File: config.mk
export PLATFORM = sky130hd
export DESIGN_NAME = usb_tx_encoder_flat
export DESIGN_NICKNAME = d
export VERILOG_FILES = /design/src/rtl/usb_tx_encoder_pkg.sv /design/src/rtl/usb_tx_encoder_if.sv /design/src/rtl/usb_tx_encoder_nrzi_driver.sv /design/src/rtl/usb_tx_encoder.sv /design/src/flat_wrapper.sv
export SDC_FILE = /design/constraint.sdc
export NUM_CORES = 1
export LEC_CHECK = 0
export ABC_AREA = 1
export CAP_MARGIN = 25
export CORE_MARGIN = 4
export CORE_UTILIZATION = 51
export DETAILED_ROUTE_END_ITERATION = 7
export HOLD_SLACK_MARGIN = 0.1
export PLACE_DENSITY = 0.81
export SETUP_SLACK_MARGIN = 0.4
export SLEW_MARGIN = 20
export SYNTH_ARGS = -nofsm -noshare
export SYNTH_HDL_FRONTEND = slang
export SYNTH_SLANG_ARGS = --single-unit
File: constraint.sdc
create_clock -name clk -period 2.34 [get_ports clk]
set_clock_uncertainty 0.1 [all_clocks]
set_input_delay 0.468 -clock clk [delete_from_list [all_inputs] [get_ports clk]]
set_output_delay 0.468 -clock clk [all_outputs]
set_load 0.05 [all_outputs]
File: src/rtl/usb_tx_encoder_pkg.sv
// Shared definitions for the USB transmit encoder: line states, field
// lengths and the encoder state and field types.
package usb_tx_pkg;

    // Line states encoded as {d_plus, d_minus}
    localparam logic [1:0] J   = 2'b10;
    localparam logic [1:0] K   = 2'b01;
    localparam logic [1:0] SE0 = 2'b00;

    localparam logic [4:0] SYNC_LEN  = 5'd8;
    localparam logic [4:0] PID_LEN   = 5'd8;
    localparam logic [4:0] CRC5_LEN  = 5'd5;
    localparam logic [4:0] CRC16_LEN = 5'd16;
    localparam logic [4:0] BYTE_LEN  = 5'd8;

    // SEND_HOLD: a field has finished or been aborted; line held until next load
    typedef enum logic [1:0] {
        SEND_IDLE,
        SEND_FIELD,
        SEND_HOLD,
        SEND_EOP
    } enc_state_t;

    typedef enum logic [2:0] {
        FLD_SYNC  = 3'd0,
        FLD_PID   = 3'd1,
        FLD_CRC5  = 3'd2,
        FLD_CRC16 = 3'd3,
        FLD_DATA  = 3'd4
    } field_t;

    function automatic logic [4:0] field_len(input field_t f);
        case (f)
            FLD_SYNC:  field_len = SYNC_LEN;
            FLD_PID:   field_len = PID_LEN;
            FLD_CRC5:  field_len = CRC5_LEN;
            FLD_CRC16: field_len = CRC16_LEN;
            default:   field_len = BYTE_LEN;
        endcase
    endfunction

endpackage

File: src/rtl/usb_tx_encoder_if.sv
// Control-FSM to transmit-encoder bundle: load strobes, field values,
// transmitting flags, upstream byte handshake, done pulses and line outputs.
interface usb_tx_encoder_if;
    logic        sync_load_enable;
    logic        pid_load_enable;
    logic        crc5_load_enable;
    logic        crc16_load_enable;
    logic        data_load_enable;
    logic        idle_transmitting;
    logic        sync_transmitting;
    logic        pid_transmitting;
    logic        crc5_transmitting;
    logic        crc16_transmitting;
    logic        data_transmitting;
    logic        eop_transmitting;
    logic [7:0]  trans_sync;
    logic [7:0]  trans_pid;
    logic [4:0]  trans_crc5;
    logic [15:0] trans_crc16;
    logic [7:0]  tx_data;
    logic        get_tx_data;
    logic        sync_bits_transmitted;
    logic        pid_bits_transmitted;
    logic        crc5_bits_transmitted;
    logic        crc16_bits_transmitted;
    logic        data_bits_transmitted;
    logic        d_plus;
    logic        d_minus;

    modport master (
        output sync_load_enable, pid_load_enable, crc5_load_enable,
               crc16_load_enable, data_load_enable,
               idle_transmitting, sync_transmitting, pid_transmitting,
               crc5_transmitting, crc16_transmitting, data_transmitting,
               eop_transmitting,
               trans_sync, trans_pid, trans_crc5, trans_crc16, tx_data,
        input  get_tx_data,
               sync_bits_transmitted, pid_bits_transmitted,
               crc5_bits_transmitted, crc16_bits_transmitted,
               data_bits_transmitted,
               d_plus, d_minus
    );

    modport slave (
        input  sync_load_enable, pid_load_enable, crc5_load_enable,
               crc16_load_enable, data_load_enable,
               idle_transmitting, sync_transmitting, pid_transmitting,
               crc5_transmitting, crc16_transmitting, data_transmitting,
               eop_transmitting,
               trans_sync, trans_pid, trans_crc5, trans_crc16, tx_data,
        output get_tx_data,
               sync_bits_transmitted, pid_bits_transmitted,
               crc5_bits_transmitted, crc16_bits_transmitted,
               data_bits_transmitted,
               d_plus, d_minus
    );
endinterface

File: src/rtl/usb_tx_encoder_nrzi_driver.sv
// NRZI line driver: holds the NRZI level and registers D+/D-.
// A 0 bit toggles J<->K, a 1 bit holds; SE0 and idle override the encoder.
module usb_nrzi_driver
    import usb_tx_pkg::*;
(
    input  logic clk,
    input  logic rst,
    input  logic bit_i,
    input  logic bit_strobe_i,
    input  logic force_se0_i,
    input  logic force_idle_i,
    output logic d_plus_o,
    output logic d_minus_o
);

    logic       level_q, level_d;   // 1 = J, 0 = K
    logic [1:0] line_q, line_d;

    // Next level and line: idle forces J, SE0 leaves the level untouched
    always_comb begin
        level_d = level_q;
        line_d  = line_q;
        if (force_idle_i) begin
            level_d = 1'b1;
            line_d  = J;
        end else if (force_se0_i) begin
            line_d  = SE0;
        end else if (bit_strobe_i) begin
            level_d = bit_i ? level_q : ~level_q;
            line_d  = level_d ? J : K;
        end
    end

    // Level and line registers, reset to J
    always_ff @(posedge clk or posedge rst) begin
        if (rst) begin
            level_q <= 1'b1;
            line_q  <= J;
        end else begin
            level_q <= level_d;
            line_q  <= line_d;
        end
    end

    assign d_plus_o  = line_q[1];
    assign d_minus_o = line_q[0];

endmodule

File: src/rtl/usb_tx_encoder.sv
// USB transmit encoder: serialises fields LSB-first, NRZI-encodes them and
// drives D+/D-, pulsing a done strobe per field back to the control FSM.
// Optional bit stuffing is enabled by defining USB_TX_BIT_STUFF_EN.
module usb_tx_encoder
    import usb_tx_pkg::*;
#(
    parameter int unsigned CLKS_PER_BIT = 4,
    parameter int unsigned DATA_BYTES   = 8
) (
    input  logic               clk,
    input  logic               rst,
    usb_tx_encoder_if.slave    bus
);

    localparam int unsigned TW = (CLKS_PER_BIT > 1) ? $clog2(CLKS_PER_BIT) : 1;
    localparam logic [TW-1:0] TIMER_LAST = TW'(CLKS_PER_BIT - 1);
    localparam logic [2:0]    BYTE_LAST  = 3'(DATA_BYTES - 1);

    enc_state_t     state_q, state_d;
    field_t         field_q, field_d;
    logic [15:0]    shift_q, shift_d;
    logic [4:0]     len_q, len_d;
    logic [4:0]     bit_cnt_q, bit_cnt_d;
    logic [TW-1:0]  timer_q, timer_d;
    logic [2:0]     byte_q, byte_d;
    logic           get_q, get_d;
    logic [4:0]     done_q, done_d;
`ifdef USB_TX_BIT_STUFF_EN
    logic [2:0]     stuff_cnt_q, stuff_cnt_d;
    logic           in_stuff_q, in_stuff_d;     // current bit period is a stuffed 0
    logic           last_sent_q, last_sent_d;   // last field bit sent, stuff bit still owed
`endif

    logic any_load, field_flag, timer_last, bit_last;
    logic bit_end, field_end;
    logic nrzi_bit, nrzi_strobe, force_se0, force_idle;

    assign any_load   = bus.sync_load_enable | bus.pid_load_enable | bus.crc5_load_enable |
                        bus.crc16_load_enable | bus.data_load_enable;
    assign timer_last = (timer_q == TIMER_LAST);
    assign bit_last   = (bit_cnt_q == len_q - 5'd1);

    // Transmitting flag belonging to the field currently loaded
    always_comb begin
        case (field_q)
            FLD_SYNC:  field_flag = bus.sync_transmitting;
            FLD_PID:   field_flag = bus.pid_transmitting;
            FLD_CRC5:  field_flag = bus.crc5_transmitting;
            FLD_CRC16: field_flag = bus.crc16_transmitting;
            FLD_DATA:  field_flag = bus.data_transmitting;
            default:   field_flag = 1'b0;
        endcase
    end

    // Next-state, shift/count control and line-driver requests
    always_comb begin
        state_d     = state_q;
        field_d     = field_q;
        shift_d     = shift_q;
        len_d       = len_q;
        bit_cnt_d   = bit_cnt_q;
        timer_d     = timer_q;
        byte_d      = byte_q;
        get_d       = 1'b0;
        done_d      = '0;
        nrzi_bit    = 1'b1;
        nrzi_strobe = 1'b0;
        force_se0   = 1'b0;
        force_idle  = 1'b0;
        bit_end     = 1'b0;
        field_end   = 1'b0;
`ifdef USB_TX_BIT_STUFF_EN
        stuff_cnt_d = stuff_cnt_q;
        in_stuff_d  = in_stuff_q;
        last_sent_d = last_sent_q;
`endif
        if (any_load) begin
            state_d   = SEND_FIELD;
            bit_cnt_d = '0;
            timer_d   = '0;
`ifdef USB_TX_BIT_STUFF_EN
            in_stuff_d  = 1'b0;
            last_sent_d = 1'b0;
`endif
            if (bus.sync_load_enable) begin
                field_d = FLD_SYNC;
                shift_d = {8'h00, bus.trans_sync};
            end else if (bus.pid_load_enable) begin
                field_d = FLD_PID;
                shift_d = {8'h00, bus.trans_pid};
            end else if (bus.crc5_load_enable) begin
                field_d = FLD_CRC5;
                shift_d = {11'h000, bus.trans_crc5};
            end else if (bus.crc16_load_enable) begin
                field_d = FLD_CRC16;
                shift_d = bus.trans_crc16;
            end else begin
                field_d = FLD_DATA;
                shift_d = {8'h00, bus.tx_data};
                byte_d  = '0;
                get_d   = 1'b1;
            end
            len_d = field_len(field_d);
        end else if (bus.eop_transmitting) begin
            state_d   = SEND_EOP;
            force_se0 = 1'b1;
            bit_cnt_d = '0;
            timer_d   = '0;
`ifdef USB_TX_BIT_STUFF_EN
            stuff_cnt_d = '0;
`endif
        end else if (bus.idle_transmitting) begin
            state_d    = SEND_IDLE;
            force_idle = 1'b1;
            bit_cnt_d  = '0;
            timer_d    = '0;
`ifdef USB_TX_BIT_STUFF_EN
            stuff_cnt_d = '0;
`endif
        end else if (state_q == SEND_FIELD) begin
            if (!field_flag) begin
                // Flag dropped mid-field: abort silently
                state_d   = SEND_HOLD;
                bit_cnt_d = '0;
                timer_d   = '0;
`ifdef USB_TX_BIT_STUFF_EN
                in_stuff_d  = 1'b0;
                last_sent_d = 1'b0;
`endif
            end else begin
                timer_d = timer_last ? '0 : timer_q + 1'b1;
                if (timer_q == '0) begin
                    nrzi_strobe = 1'b1;
`ifdef USB_TX_BIT_STUFF_EN
                    if (stuff_cnt_q == 3'd6) begin
                        nrzi_bit    = 1'b0;
                        stuff_cnt_d = '0;
                        in_stuff_d  = 1'b1;
                    end else begin
                        nrzi_bit    = shift_q[0];
                        stuff_cnt_d = shift_q[0] ? stuff_cnt_q + 3'd1 : 3'd0;
                        in_stuff_d  = 1'b0;
                    end
`else
                    nrzi_bit = shift_q[0];
`endif
                end
                if (timer_last) begin
`ifdef USB_TX_BIT_STUFF_EN
                    // A stuff bit owed after the last bit is sent before finishing
                    if (in_stuff_q)
                        field_end = last_sent_q;
                    else if (bit_last) begin
                        if (stuff_cnt_q == 3'd6)
                            last_sent_d = 1'b1;
                        else
                            field_end = 1'b1;
                    end else
                        bit_end = 1'b1;
`else
                    if (bit_last)
                        field_end = 1'b1;
                    else
                        bit_end = 1'b1;
`endif
                end
                if (bit_end) begin
                    shift_d   = shift_q >> 1;
                    bit_cnt_d = bit_cnt_q + 5'd1;
                end
                if (field_end) begin
`ifdef USB_TX_BIT_STUFF_EN
                    last_sent_d = 1'b0;
`endif
                    bit_cnt_d = '0;
                    if (field_q == FLD_DATA && byte_q != BYTE_LAST) begin
                        shift_d = {8'h00, bus.tx_data};
                        byte_d  = byte_q + 3'd1;
                        get_d   = 1'b1;
                    end else begin
                        done_d[field_q] = 1'b1;
                        state_d         = SEND_HOLD;
                        if (field_q == FLD_DATA)
                            byte_d = '0;
                    end
                end
            end
        end
    end

    // Encoder state and datapath registers
    always_ff @(posedge clk or posedge rst) begin
        if (rst) begin
            state_q   <= SEND_IDLE;
            field_q   <= FLD_SYNC;
            shift_q   <= '0;
            len_q     <= '0;
            bit_cnt_q <= '0;
            timer_q   <= '0;
            byte_q    <= '0;
            get_q     <= 1'b0;
            done_q    <= '0;
        end else begin
            state_q   <= state_d;
            field_q   <= field_d;
            shift_q   <= shift_d;
            len_q     <= len_d;
            bit_cnt_q <= bit_cnt_d;
            timer_q   <= timer_d;
            byte_q    <= byte_d;
            get_q     <= get_d;
            done_q    <= done_d;
        end
    end

`ifdef USB_TX_BIT_STUFF_EN
    // Bit-stuffing state, carried across field boundaries within a packet
    always_ff @(posedge clk or posedge rst) begin
        if (rst) begin
            stuff_cnt_q <= '0;
            in_stuff_q  <= 1'b0;
            last_sent_q <= 1'b0;
        end else begin
            stuff_cnt_q <= stuff_cnt_d;
            in_stuff_q  <= in_stuff_d;
            last_sent_q <= last_sent_d;
        end
    end
`endif

    usb_nrzi_driver u_nrzi (
        .clk          (clk),
        .rst          (rst),
        .bit_i        (nrzi_bit),
        .bit_strobe_i (nrzi_strobe),
        .force_se0_i  (force_se0),
        .force_idle_i (force_idle),
        .d_plus_o     (bus.d_plus),
        .d_minus_o    (bus.d_minus)
    );

    assign bus.get_tx_data            = get_q;
    assign bus.sync_bits_transmitted  = done_q[FLD_SYNC];
    assign bus.pid_bits_transmitted   = done_q[FLD_PID];
    assign bus.crc5_bits_transmitted  = done_q[FLD_CRC5];
    assign bus.crc16_bits_transmitted = done_q[FLD_CRC16];
    assign bus.data_bits_transmitted  = done_q[FLD_DATA];

endmodule

File: src/flat_wrapper.sv
// flat-port wrapper written by rule: the top's interface ports become plain ports
module usb_tx_encoder_flat import usb_tx_pkg::*;
#(
    parameter int unsigned CLKS_PER_BIT = 4,
    parameter int unsigned DATA_BYTES   = 8
)
  (clk, rst, bus_sync_load_enable, bus_pid_load_enable, bus_crc5_load_enable, bus_crc16_load_enable, bus_data_load_enable, bus_idle_transmitting, bus_sync_transmitting, bus_pid_transmitting, bus_crc5_transmitting, bus_crc16_transmitting, bus_data_transmitting, bus_eop_transmitting, bus_trans_sync, bus_trans_pid, bus_trans_crc5, bus_trans_crc16, bus_tx_data, bus_get_tx_data, bus_sync_bits_transmitted, bus_pid_bits_transmitted, bus_crc5_bits_transmitted, bus_crc16_bits_transmitted, bus_data_bits_transmitted, bus_d_plus, bus_d_minus);
  usb_tx_encoder_if bus_i ();
  input  logic clk;
  input  logic rst;
  input wire logic [$bits(bus_i.sync_load_enable)-1:0] bus_sync_load_enable;
  input wire logic [$bits(bus_i.pid_load_enable)-1:0] bus_pid_load_enable;
  input wire logic [$bits(bus_i.crc5_load_enable)-1:0] bus_crc5_load_enable;
  input wire logic [$bits(bus_i.crc16_load_enable)-1:0] bus_crc16_load_enable;
  input wire logic [$bits(bus_i.data_load_enable)-1:0] bus_data_load_enable;
  input wire logic [$bits(bus_i.idle_transmitting)-1:0] bus_idle_transmitting;
  input wire logic [$bits(bus_i.sync_transmitting)-1:0] bus_sync_transmitting;
  input wire logic [$bits(bus_i.pid_transmitting)-1:0] bus_pid_transmitting;
  input wire logic [$bits(bus_i.crc5_transmitting)-1:0] bus_crc5_transmitting;
  input wire logic [$bits(bus_i.crc16_transmitting)-1:0] bus_crc16_transmitting;
  input wire logic [$bits(bus_i.data_transmitting)-1:0] bus_data_transmitting;
  input wire logic [$bits(bus_i.eop_transmitting)-1:0] bus_eop_transmitting;
  input wire logic [$bits(bus_i.trans_sync)-1:0] bus_trans_sync;
  input wire logic [$bits(bus_i.trans_pid)-1:0] bus_trans_pid;
  input wire logic [$bits(bus_i.trans_crc5)-1:0] bus_trans_crc5;
  input wire logic [$bits(bus_i.trans_crc16)-1:0] bus_trans_crc16;
  input wire logic [$bits(bus_i.tx_data)-1:0] bus_tx_data;
  output wire logic [$bits(bus_i.get_tx_data)-1:0] bus_get_tx_data;
  output wire logic [$bits(bus_i.sync_bits_transmitted)-1:0] bus_sync_bits_transmitted;
  output wire logic [$bits(bus_i.pid_bits_transmitted)-1:0] bus_pid_bits_transmitted;
  output wire logic [$bits(bus_i.crc5_bits_transmitted)-1:0] bus_crc5_bits_transmitted;
  output wire logic [$bits(bus_i.crc16_bits_transmitted)-1:0] bus_crc16_bits_transmitted;
  output wire logic [$bits(bus_i.data_bits_transmitted)-1:0] bus_data_bits_transmitted;
  output wire logic [$bits(bus_i.d_plus)-1:0] bus_d_plus;
  output wire logic [$bits(bus_i.d_minus)-1:0] bus_d_minus;
  assign bus_i.sync_load_enable = bus_sync_load_enable;
  assign bus_i.pid_load_enable = bus_pid_load_enable;
  assign bus_i.crc5_load_enable = bus_crc5_load_enable;
  assign bus_i.crc16_load_enable = bus_crc16_load_enable;
  assign bus_i.data_load_enable = bus_data_load_enable;
  assign bus_i.idle_transmitting = bus_idle_transmitting;
  assign bus_i.sync_transmitting = bus_sync_transmitting;
  assign bus_i.pid_transmitting = bus_pid_transmitting;
  assign bus_i.crc5_transmitting = bus_crc5_transmitting;
  assign bus_i.crc16_transmitting = bus_crc16_transmitting;
  assign bus_i.data_transmitting = bus_data_transmitting;
  assign bus_i.eop_transmitting = bus_eop_transmitting;
  assign bus_i.trans_sync = bus_trans_sync;
  assign bus_i.trans_pid = bus_trans_pid;
  assign bus_i.trans_crc5 = bus_trans_crc5;
  assign bus_i.trans_crc16 = bus_trans_crc16;
  assign bus_i.tx_data = bus_tx_data;
  assign bus_get_tx_data = bus_i.get_tx_data;
  assign bus_sync_bits_transmitted = bus_i.sync_bits_transmitted;
  assign bus_pid_bits_transmitted = bus_i.pid_bits_transmitted;
  assign bus_crc5_bits_transmitted = bus_i.crc5_bits_transmitted;
  assign bus_crc16_bits_transmitted = bus_i.crc16_bits_transmitted;
  assign bus_data_bits_transmitted = bus_i.data_bits_transmitted;
  assign bus_d_plus = bus_i.d_plus;
  assign bus_d_minus = bus_i.d_minus;
  usb_tx_encoder #(.CLKS_PER_BIT(CLKS_PER_BIT), .DATA_BYTES(DATA_BYTES)) u_core (.clk(clk), .rst(rst), .bus(bus_i));
endmodule
==> impl_metrics.json <==
{
  "hold_slack_ps": 378,
  "synth_flop_cell": "dfrtp_1",
  "grt_overflow": 0,
  "async_flop_share": 1.00,
  "rows": 27,
  "hold_class": "reg -> reg",
  "route.detailed.drc": 0,
  "hold_buffers": 0,
  "grt_first_pass_wirelength_um": 13500,
  "die_h_um": 83.5,
  "fp.dieW_um": 83.5,
  "p_per_area_nw_per_um2": 423,
  "dpl.hpwl_um": 5780,
  "cts_tree": "yes",
  "synth-seq-cells": 43,
  "rsz0062_at_grt": "true",
  "fmax_mhz": 502,
  "coreArea_um2": 5510,
  "maxSlewViolCount": 0,
  "p_leak_nw": 1.95,
  "hold_viol": 0,
  "cp-end-kind": "register",
  "ant_nets": 0,
  "cts_buffers": 5,
  "initial_core_util": 0.528,
  "netlist_area_um2": 2910,
  "worst_pin_slew_ps": 555,
  "firstDrtPassIters": 4,
  "viasPerCell": 5.44,
  "drive_gt1_frac": 0.187,
  "area_delta_synth_final_pct": 40.3,
  "grt_max_degree": 44,
  "yosysWarningCount": 0,
  "synth_edf_count": 0,
  "finalCritPeriodShare": 0.851,
  "port_buffers": 66,
  "io_pins": 67,
  "clock_latency_ps": 300,
  "cp-start-kind": "register",
  "avgSynthCellArea_um2": 7.19,
  "clkTransAtPathRegs_ps": 90,
  "cts-root-buf": "clkbuf_8",
  "place_congestion": 0.842,
  "clockBufferDepth": 2,
  "wl_um": 8240,
  "synth-seq-area-share": 0.371,
  "synthCells": 404,
  "dp_slack_ps": -77.7,
  "synth_cell_types": 37,
  "arrival_ps": 2120,
  "clock_sinks": 43,
  "htreeDepth": 2,
  "antenna_cells": 0,
  "dieArea_um2": 6970,
  "setup_violations": 0,
  "worstPathRequired_ps": 2470,
  "fin_ws_ps": 349,
  "wl_per_cell_um": 14.5,
  "antenna_found_initial": 0,
  "drv_cap": 0,
  "worst-path-max-fanout": 7,
  "synth.net_count": 469,
  "first_iter_violations": 251,
  "path_class": "reg -> reg",
  "grt_usage": 0.233,
  "max_slew_margin": 0.630,
  "ir_drop_uv": 257,
  "vias": 3098,
  "grt_pass1_vias": 3023,
  "num-nets-final": 562,
  "outcome": "complete, no violations",
  "fin_crit_ps": 1990
}
cell usage after synthesis, types with 2 or more instances:
| cell type | count | area share |
|---|---|---|
| a21oi_1 | 12 | 0.021 |
| a22oi_1 | 3 | 0.0078 |
| buf_4 | 2 | 0.0052 |
| buf_6 | 3 | 0.012 |
| clkinv_1 | 2 | 0.0026 |
| dfrtp_1 | 41 | 0.35 |
| dfstp_2 | 2 | 0.018 |
| ha_1 | 6 | 0.026 |
| inv_1 | 38 | 0.049 |
| inv_4 | 3 | 0.0065 |
| nand2_1 | 133 | 0.17 |
| nand2_2 | 7 | 0.015 |
| nand3_1 | 45 | 0.078 |
| nand3b_1 | 10 | 0.026 |
| nand4_1 | 8 | 0.017 |
| nor2_1 | 33 | 0.043 |
| nor2_4 | 5 | 0.019 |
| nor2_8 | 2 | 0.014 |
| nor3_1 | 3 | 0.0052 |
| nor4_1 | 2 | 0.0043 |
| o211ai_1 | 5 | 0.013 |
| o21ai_0 | 14 | 0.024 |
| o21ai_1 | 6 | 0.010 |
| o221ai_1 | 3 | 0.0090 |
| o22ai_1 | 4 | 0.0086 |
power by group:
group / switching [mW] / internal [mW] / total, mW / leakage [nW]
clock network: 0.267 / 0.318 / 0.584 / 0.0581
logic: 0.171 / 0.168 / 0.339 / 1.33
registers: 0.0229 / 0.778 / 0.801 / 0.561
cells by family (layout without fill, tap and decap cells):
group | after synthesis | count (layout) | share of synthesized area
compound gates | 47 | 47 | 0.0935
xor+xnor | 1 | 1 | 0.00302
fa+ha+maj | 6 | 6 | 0.0258
buf+inv | 53 | 147 | 0.0857
flops | 43 | 43 | 0.371
simple gates | 254 | 254 | 0.421
per-layer routing:
layer | track usage | routed length [um]
met5 | 0 | 0
met4 | 0.0921 | 216
met3 | 0.0484 | 550
met2 | 0.407 | 4170
met1 | 0.280 | 3300
timing repair:
action / in CTS / in global routing
resized for setup: 25 / 37
endpoints found under the setup margin: 41 / 34
pin swaps: 2 / 25
gates cloned: 1 / 0
buffers inserted: 3 / 7
metrics by stage:
step | util | TNS, ps | area, um2 | power [mW] | cells
detailed placement | 0.675 | -897 | 3710 | 1.13 | 551
CTS | 0.709 | 0 | 3910 | 1.70 | 563
floorplan | - | 0 | 2910 | 0.965 | 404
global route | 0.740 | 0 | 4080 | 1.80 | 570
global placement | 0.675 | -1.05 | 3710 | 1.12 | 551
finish | 0.740 | 0 | 4080 | 1.72 | 570
critical path, stage by stage (launching register included):
cell and delay (ps):
dfrtp_1 380, inv_2 60, ha_4 270, inv_2 30, nand2_2 60, nand3_2 90
nor2_4 210, nand3_4 140, nor2_4 150, buf_12 140, nand2_4 50, nand3_2 70
nand2_1 70, nor2_1 100
placed cells by master, fill, tap and decap left out, types with 2 or more instances in the layout:
master           count
nor2_2               3
dfrtp_1             40
nand2_4              5
dlygate4sd2_1       10
buf_6                3
inv_1               35
clkdlybuf4s50_1     54
o221ai_1             3
clkinv_2             2
nand4_1              8
a21oi_1             12
a22oi_1              3
nand3b_1            10
nand3_4              3
nand2_2             12
clkbuf_8             5
o211ai_1             5
o21ai_1              9
o22ai_1              4
nand2_1            123
nor4_1               2
nor2_4               7
dfstp_2              2
ha_1                 5
nand3_2              7
o21ai_0             10
inv_2                4
inv_4                2
nor2_1              29
nor2_8               2
nor3_1               2
nand3_1             37
buf_4               24
path summary, 6_finish.rpt:
kind,startpoint,end,slack (ps),cells past startpoint
worst min-delay path,u_core.shift_q[15],u_core.shift_q[15],380,2
min in group asynchronous,rst,u_core.field_q[0],500,3
worst max-delay path,u_core.len_q[2],u_core.shift_q[6],350,13
worst min register to register,u_core.shift_q[15],u_core.shift_q[15],380,2
max in group asynchronous,rst,u_core.field_q[1],1220,3
worst max register to register,u_core.len_q[2],u_core.shift_q[6],350,13
sequential cells by signal, summed over array words and instances (netlist names):
signal,flops
u_core.shift_q,16
u_core.bit_cnt_q,5
u_core.done_q,5
u_core.byte_q,3
u_core.field_q,3
u_core.len_q,3
u_core.state_q,2
u_core.timer_q,2
u_core.u_nrzi.line_q,2
u_core.bus.get_tx_data,1
u_core.u_nrzi.level_q,1
cell type report:
class / count / area, um2
clock buffers: 5 / 68.8
clock inverters: 3 / 43.8
fillers: 422 / 1430
inverters: 44 / 176
multi-input cells: 308 / 1730
flip-flops and latches: 43 / 1080
well taps: 72 / 90.1
repair buffers: 95 / 890
Note: power is estimated with default switching activity, not from simulation.
